--- config.mk ---
export PLATFORM = sky130hd
export DESIGN_NAME = instr_encoder
export DESIGN_NICKNAME = d
export VERILOG_FILES = /design/src/rtl/instr_encoder.sv
export SDC_FILE = /design/constraint.sdc
export NUM_CORES = 1
export LEC_CHECK = 0
export CAP_MARGIN = 20
export CORE_MARGIN = 3
export CORE_UTILIZATION = 57
export CTS_CLUSTER_SIZE = 28
export DETAILED_ROUTE_END_ITERATION = 6
export PLACE_DENSITY = 0.9
export SYNTH_ARGS = -nofsm -noshare
export SYNTH_HDL_FRONTEND = slang
export SYNTH_SLANG_ARGS = --single-unit
--- constraint.sdc ---
create_clock -name clk -period 5.98 [get_ports clk]
set_clock_uncertainty 0.2 [all_clocks]
set_input_delay 0.897 -clock clk [delete_from_list [all_inputs] [get_ports clk]]
set_output_delay 0.897 -clock clk [all_outputs]
set_load 0.05 [all_outputs]
--- src/rtl/instr_encoder.sv ---
// ----------------------------------------------------------------------------
// instr_encoder
//   Program-loader back end. Accepts decoded LEGv8 operations, assembles the
//   32-bit instruction word, and queues it in a DEPTH-entry FIFO. The FIFO
//   writes each word into instruction memory at consecutive byte addresses
//   (+4 per word, wrapping modulo 2**AW).
//
//   Handshakes (both sides): a transfer happens on a rising clock edge
//   where valid and ready are both 1. Valid never depends on ready.
//   While valid=1 and ready=0, the payload holds stable.
//
// Ports
//   clk        in   1   clock, rising edge
//   reset      in   1   synchronous, active-high reset
//   in_valid   in   1   operation offered
//   in_ready   out  1   operation can be accepted (FIFO not full)
//   in_kind    in   3   0 LDUR,1 STUR,2 CBZ,3 ADD,4 SUB,5 AND,6 ORR,7 illegal
//   in_rd      in   5   Rd (R-type) / Rt (LDUR, STUR, CBZ)
//   in_rn      in   5   Rn (R-type, LDUR, STUR)
//   in_rm      in   5   Rm (R-type)
//   in_imm     in   19  D-type DT_address in [8:0]; CBZ offset in [18:0]
//   load_base  in   1   pulse: reload the write-address counter
//   base_addr  in   AW  new write byte address
//   iw_valid   out  1   head word available
//   iw_ready   in   1   imem accepts the write this cycle
//   iw_addr    out  AW  imem byte address of the head word
//   iw_data    out  32  head instruction word
//   wr_count   out  16  words written since reset (saturating)
//   err        out  1   sticky: an illegal kind was accepted
// ----------------------------------------------------------------------------
module instr_encoder #(
  parameter int DEPTH = 4,
  parameter int AW    = 8
) (
  input  logic          clk,
  input  logic          reset,
  input  logic          in_valid,
  output logic          in_ready,
  input  logic [2:0]    in_kind,
  input  logic [4:0]    in_rd,
  input  logic [4:0]    in_rn,
  input  logic [4:0]    in_rm,
  input  logic [18:0]   in_imm,
  input  logic          load_base,
  input  logic [AW-1:0] base_addr,
  output logic          iw_valid,
  input  logic          iw_ready,
  output logic [AW-1:0] iw_addr,
  output logic [31:0]   iw_data,
  output logic [15:0]   wr_count,
  output logic          err
);

  localparam int PW = $clog2(DEPTH);
  localparam logic [PW:0] LP_FULL = (PW+1)'(DEPTH);

  localparam logic [2:0] K_LDUR = 3'd0;
  localparam logic [2:0] K_STUR = 3'd1;
  localparam logic [2:0] K_CBZ  = 3'd2;
  localparam logic [2:0] K_ADD  = 3'd3;
  localparam logic [2:0] K_SUB  = 3'd4;
  localparam logic [2:0] K_AND  = 3'd5;
  localparam logic [2:0] K_ORR  = 3'd6;

  localparam logic [10:0] OP_LDUR = 11'b11111000010;
  localparam logic [10:0] OP_STUR = 11'b11111000000;
  localparam logic [10:0] OP_ADD  = 11'b10001011000;
  localparam logic [10:0] OP_SUB  = 11'b11001011000;
  localparam logic [10:0] OP_AND  = 11'b10001010000;
  localparam logic [10:0] OP_ORR  = 11'b10101010000;
  localparam logic [7:0]  OP_CBZ  = 8'b10110100;

  logic [31:0]   r_mem [DEPTH];
  logic [PW-1:0] r_wptr;
  logic [PW-1:0] r_rptr;
  logic [PW:0]   r_count;
  logic [AW-1:0] r_addr;
  logic [15:0]   r_wr_count;
  logic          r_err;

  logic [31:0]   w_enc_word;
  logic          w_illegal;
  logic          w_full;
  logic          w_empty;
  logic          w_accept;
  logic          w_push;
  logic          w_pop;

  // Encoder: pure function of the operation fields.
  always_comb begin
    w_enc_word = 32'h0;
    w_illegal  = 1'b0;
    case (in_kind)
      K_LDUR:  w_enc_word = {OP_LDUR, in_imm[8:0], 2'b00, in_rn, in_rd};
      K_STUR:  w_enc_word = {OP_STUR, in_imm[8:0], 2'b00, in_rn, in_rd};
      K_CBZ:   w_enc_word = {OP_CBZ, in_imm, in_rd};
      K_ADD:   w_enc_word = {OP_ADD, in_rm, 6'b0, in_rn, in_rd};
      K_SUB:   w_enc_word = {OP_SUB, in_rm, 6'b0, in_rn, in_rd};
      K_AND:   w_enc_word = {OP_AND, in_rm, 6'b0, in_rn, in_rd};
      K_ORR:   w_enc_word = {OP_ORR, in_rm, 6'b0, in_rn, in_rd};
      default: w_illegal  = 1'b1;
    endcase
  end

  assign w_full   = (r_count == LP_FULL);
  assign w_empty  = (r_count == '0);
  // Ready depends on fullness only, so a pop never frees a slot in the same cycle.
  assign in_ready = !w_full;
  assign w_accept = in_valid && in_ready;
  // Illegal kinds are consumed without entering the FIFO.
  assign w_push   = w_accept && !w_illegal;
  assign w_pop    = !w_empty && iw_ready;

  // FIFO storage carries no reset; occupancy gates visibility.
  always_ff @(posedge clk) begin
    if (w_push) r_mem[r_wptr] <= w_enc_word;
  end

  always_ff @(posedge clk) begin
    if (reset) begin
      r_wptr  <= '0;
      r_rptr  <= '0;
      r_count <= '0;
    end else begin
      if (w_push) r_wptr <= r_wptr + 1'b1;
      if (w_pop)  r_rptr <= r_rptr + 1'b1;
      case ({w_push, w_pop})
        2'b10:   r_count <= r_count + 1'b1;
        2'b01:   r_count <= r_count - 1'b1;
        default: r_count <= r_count;
      endcase
    end
  end

  // Write-address counter tracks the head word; load_base overrides a pop.
  always_ff @(posedge clk) begin
    if (reset) begin
      r_addr <= '0;
    end else if (load_base) begin
      r_addr <= base_addr;
    end else if (w_pop) begin
      r_addr <= r_addr + AW'(4);
    end
  end

  always_ff @(posedge clk) begin
    if (reset) begin
      r_wr_count <= '0;
      r_err      <= 1'b0;
    end else begin
      if (w_pop && (r_wr_count != 16'hFFFF)) r_wr_count <= r_wr_count + 16'd1;
      if (w_accept && w_illegal)             r_err      <= 1'b1;
    end
  end

  assign iw_valid = !w_empty;
  assign iw_data  = r_mem[r_rptr];
  assign iw_addr  = r_addr;
  assign wr_count = r_wr_count;
  assign err      = r_err;

endmodule

### Word-level counts from Yosys, hierarchy flattened

Memory sizes are Yosys's and may differ from the RTL's. A register that Yosys moved wholly into a read port is not among the register bits.
Index checks and enable logic that the tools add are counted.

| word-level totals | value |
|---|---|
| logic and storage cells | 44 |
| register bits | 32 |
| output and inout bits | 59 |
| bits in latches | 0 |
| memories | 1 |
| ROM bits | 0 |
| bits in writable memories | 128 |

Memories:

| name | depth | width | rd ports | clocked after Yosys merged registers in | write ports | line | text |
|---|---|---|---|---|---|---|---|
| r_mem | 4 | 32 | 1 | 1 | 1 | 73 | `logic [31:0] r_mem [DEPTH];` |

| operators by class | value |
|---|---|
| multiply operators | 0 |
| divide/modulo/power cells | 0 |
| reductions and logical operators | 12 |
| equal/unequal tests | 10 |
| mux-type cells | 9 |
| shift operators | 0 |
| $lt $le $gt $ge | 0 |
| $add $sub $neg | 6 |
| bitwise operators | 0 |

Operators by type and width:

| cell | count |
|---|---|
| $pmux 32 s7 | 1 |
| $add 16x1->16 const B | 1 |
| $mux 8 | 2 |
| $ne 16x16->1 const B | 1 |
| $eq 3x3->1 const B | 4 |
| $add 8x3->8 const B | 1 |
| $reduce_or 7->1 | 1 |
| $eq 3x2->1 const B | 2 |
| $logic_not 3->1 | 2 |
| $pmux 3 s2 | 1 |
| $logic_and 1x1->1 | 5 |
| $add 2x1->2 const B | 2 |
| $mux 2 | 2 |
| $reduce_bool 2->1 | 2 |
| $add 3x1->3 const B | 1 |
| $eq 3x1->1 const B | 1 |
| $mux 1 | 3 |
| $sub 3x1->3 const B | 1 |
| $eq 2x1->1 const B | 1 |
| $eq 2x2->1 const B | 1 |
| $logic_not 1->1 | 2 |

### Depth between registers and ports, before layout

| depth | value |
|---|---|
| depth in word-level cells | 6 |
| gate-level depth with buffers | 12 |
| depth with buffers taken out | 10 |

### Worst setup path after synthesis

Ideal clock, no wire load.

| timing | value |
|---|---|
| path kind | input port to flip-flop |
| from | input in_kind[0] |
| to | register r_count[2] |
| required time | 5710 ps |
| arrival | 2944 ps |
| setup slack | 2765 ps |
| stages on the path | 12 |
| path buffers | 2 |
| path through | clkbuf_1 and3_1 inv_1 and3_1 buf_2 inv_1 ha_1 inv_1 fa_1 xor2_1 or3_1 a21oi_1 |

| on the way | value |
|---|---|
| word-level cells in the longest chain between the ends | 5 |

Ends and longest elaborated chain:

| what | line | text |
|---|---|---|
| start: declaration | 39 | `input logic [2:0] in_kind,` |
| $eq 3x3->1 (tied with other cells) | 93 | `case (in_kind)` |
| $reduce_or 7->1 (no source line) * | -- |  |
| $logic_and 1x1->1 * | 111 | `assign w_push = w_accept && !w_illegal;` |
| $eq 2x1->1 or $eq 2x2->1 (tied branches) | 127 | `case ({w_push, w_pop})` |
| $pmux 3 s2 or $reduce_bool 2->1 (tied branches) | -- |  |
| end signal: assignment | 128 | `2'b10: r_count <= r_count + 1'b1;` |
| end signal: assignment | 129 | `2'b01: r_count <= r_count - 1'b1;` |
| end signal: assignment | 130 | `default: r_count <= r_count;` |
| end: declaration | 76 | `logic [PW:0] r_count;` |

Every way passes the cells marked *; elsewhere a longest branch is shown, timed or not.
A chain may end at the register's enable or synchronous reset.

### Final worst setup path

| timing | value |
|---|---|
| from | input in_kind[2] |
| to | register r_count[2] |

Same word-level chain as after synthesis.

==> results.md <==
* Final cell count without fillers at 696
* Mean routed wirelength per cell at 21.8 um
* Pleak at 2.78 nW
* Slew @ Worst Pin at 0.989 ns
* Diode count at 0
* Via density per instance at between 6 and 7
* Buf+Inv Stages, Crit Path at 4
* Synth Warn # at 0
* Dpl cells at 664
* Die H at 114 um
* Unrepaired setup endpoints after global routing: no
* Post-synth EDFFs at 128
* Fin crit share at 64.6%
* Mux contribution to synthesized area at 11.4%
* # hold bufs at CTS at 0
* Clock-pin slew on the worst setup and hold paths at 0.06 ns
* First-pass GRT wire length at 23600 um
* Fin nets at 601
* Final core occ at 75.6%
* Die Width at 114 um
* Port bufs at 108
* Num ports at about 110
* Initial antenna violation count at 0
* Synth area leader: edfxtp_1
* Synth Area in Adders at 1.60%
* Worst path required time at a little over 6 ns
* Distinct cells, synth at 45
* Full die area at 13100 sq um
* Fillcell total at 632
* Fin Hold WS at 0.298 ns
* DRC Markers at 0
* Clk_lat worst skew at 0.41 ns
* Clock power share at 27.3%
* Vias at 4300
* Max-slew violations at 0
* Synthesized area at 6710 sq um
* Crit-path max cell delay at ~0.96 ns
* CP arrival at 4.01 ns
* Min cycle time layout at 3.86 ns
* Int Power at 0.00232 W
* Most frequent cells in the layout: edfxtp_1 (128), clkdlybuf4s50_1 (108), dfxtp_1 (33)
* Synth Flop Type: edfxtp_1
* Core Footprint at 11200 sq um
* Synth Net Count at 490
* Hold crit path type: reg -> reg
* Syn avg cell area at 15.5 sq um
* Grt total ovfl at 0
* Longest Clk Path Bufs at 2
* HPWL Detailed at 9500 um
* Net Sw Power at 0.00115 W
* Max cap viols at 0
* Post-CTS sizing at 0
* Top cell by count, worst path: inv_1
* Sequential fraction of the synthesis area at 67.5%
* Synth Register Bits at 162
* Sequential power share at between 30 and 40%
* Initial core utilization at 60.0%
* Max Freq at 0.259 GHz
* Synth Area in Simple Gates at around a tenth
* TritonCTS clock tree: yes
* Top-area cell type share of the netlist area at 57.3%
* CP Cell Sequence: clkdlybuf4s50_1 -> and3_1 -> inv_1 -> and3_1 -> inv_1 -> ha_1 -> inv_1 -> fa_1 -> xor2_1 -> or3_1 -> a21oi_1
* Num CTS Buffers at 17
* Kind of critical path: in -> reg
* Ratio of cells with drive above 1 in the final layout at 12.8%
* VDD IR-drop max at roughly 0.27 mV
* CP endpoint kind: flip-flop
* Area Overhead vs Synth at 26.0%
* Total GRT Usage at about 24%
* Largest net degree at the start of global routing at 33
* Post-CTS Setup Inserts at 0
* Worst relative slew slack at 33.8%
* Largest family of logic cells by synthesized area: multiplexers
* TritonRoute pass-1 iters at 5
* Combinational share of power at 32.8%
* Largest cells by area after synthesis: edfxtp_1 (57%), mux4_2 (11%), dfxtp_1 (10%)
* Critical path's slowest cell: clkdlybuf4s50_1
* Top delay family on crit path: buffers and inverters
* FFs w/ async S/R, synth at 0%
* Finish-stage setup viols at 0
* Startpoint Class: input port
* Crit-path max FO at 22
* Post-Syn Instances at 432
* H-tree Lvls at 4
* Final hold violation count at 0
* Initial drt markers at between 300 and 400
* Pwr per Cell Area at ~400 nW/um^2
* Row count at 38
* CTS root buf: clkbuf_16
* Total negative setup slack at 0 ns
* Final WL at 15200 um
* Vias in the first global route at approximately 4400
* Synth Area in Compound Gates at between 6 and 7%
* GP Congestion at 0.811
* Status: completed
* Switch share at approximately a third
* Clock Sinks at between 150 and 200
* Most common cell after layout, fill and taps aside: edfxtp_1
* Remaining antenna violation count at 0
* Xor/xnor share of the synthesized area at between 1 and 1.5%
[layer usage]
layer	GRT usage (%)	routed length, um	share of wire (%)	vias to the layer above
li1	-	-	-	1908
met1	31.3	5980	39	2119
met2	39.1	7480	49	235
met3	6.29	1320	8.7	38
met4	11.0	369	2.4	0
met5	0	0	0	-
[cell usage after synthesis, types with 2 or more instances]
cell / count
and3_1: 4
xor2_1: 5
a211oi_1: 4
nor2b_1: 7
o21ai_0: 14
or3_1: 9
nand2b_1: 2
buf_2: 5
dfxtp_1: 34
o22ai_1: 6
nand3_1: 10
a31oi_1: 2
nor3_1: 2
a22o_1: 5
clkbuf_1: 13
mux4_2: 32
a21oi_1: 25
and2_1: 15
mux2_2: 2
nor4_1: 3
ha_1: 7
o21a_1: 6
edfxtp_1: 128
o31ai_1: 7
inv_1: 11
nand4_1: 7
mux2i_1: 2
nand2_1: 16
nor2_1: 23
xnor2_1: 5
or4_1: 6
and4_1: 2
[power by group through the flow]
stage	Sequential [W]	Clock (W)	Combinational [W]
after global routing	0.00139	0.00101	0.00119
after CTS	0.00138	0.000961	0.00115
after floorplan	0.00142	0	0.000772
after detailed placement	0.00140	0	0.00114
final	0.00138	0.000950	0.00114
after global placement	0.00139	0	0.00111
[worst min-delay path, delay by kind of cell, from the launching register on]
| kind | cells | cell delay (ns) |
|---|---|---|
| muxes | 1 | 0.07 |
| DFF | 1 | 0.33 |
| and+or+nand+nor | 1 | 0.07 |
[path summary, 6_finish.rpt]
check                               start                       to  slack [ns]  depth (start not counted)
setup / recovery               in_kind[2]  r_count[2]$_SDFFE_PP0P_        2.12                         11
hold / removal    iw_addr[0]$_SDFFE_PP0P_  iw_addr[0]$_SDFFE_PP0P_        0.30                          2
setup reg to reg  r_count[2]$_SDFFE_PP0P_  r_count[2]$_SDFFE_PP0P_        3.05                          9
hold reg to reg   iw_addr[0]$_SDFFE_PP0P_  iw_addr[0]$_SDFFE_PP0P_        0.30                          2
[sequential cells by signal (all words and copies together), names as in the netlist, named ones only]
name and flops:
r_count 3, wr_count 16, iw_addr 8, r_mem 128
r_rptr 2, r_wptr 2, err 1
[layout make-up]
cell class,instances,area (sq um),share of cell area (%)
Clock buffer,24,452,5.35
Clock inverter,8,62.6,0.741
Inverter,13,51.3,0.607
Multi-Input combinational cell,236,2040,24.2
Sequential cell,162,4530,53.6
Tap cell,140,175,2.07
Timing Repair Buffer,113,1140,13.5
[stage by stage]
stage / setup WS, ns / cell area [sq um] / total power, W
after floorplan: 2.77 / 6710 / 0.00219
after global placement: 1.91 / 7910 / 0.00251
after detailed placement: 1.72 / 7930 / 0.00254
after CTS: 2.13 / 8450 / 0.00349
after global routing: 1.86 / 8450 / 0.00359
final: 2.12 / 8450 / 0.00347
[logic make-up (layout without fill, tap and decap cells)]
logic type	after synthesis	count (layout)
muxes	36	36
AOI/OAI and AO/OA	71	71
DFF	162	162
adders and majority gates	8	8
and+or+nand+nor	111	111
xor gates and xnor gates	10	10
buffers and inverters	34	158
Power figures use the tool's default switching activity.
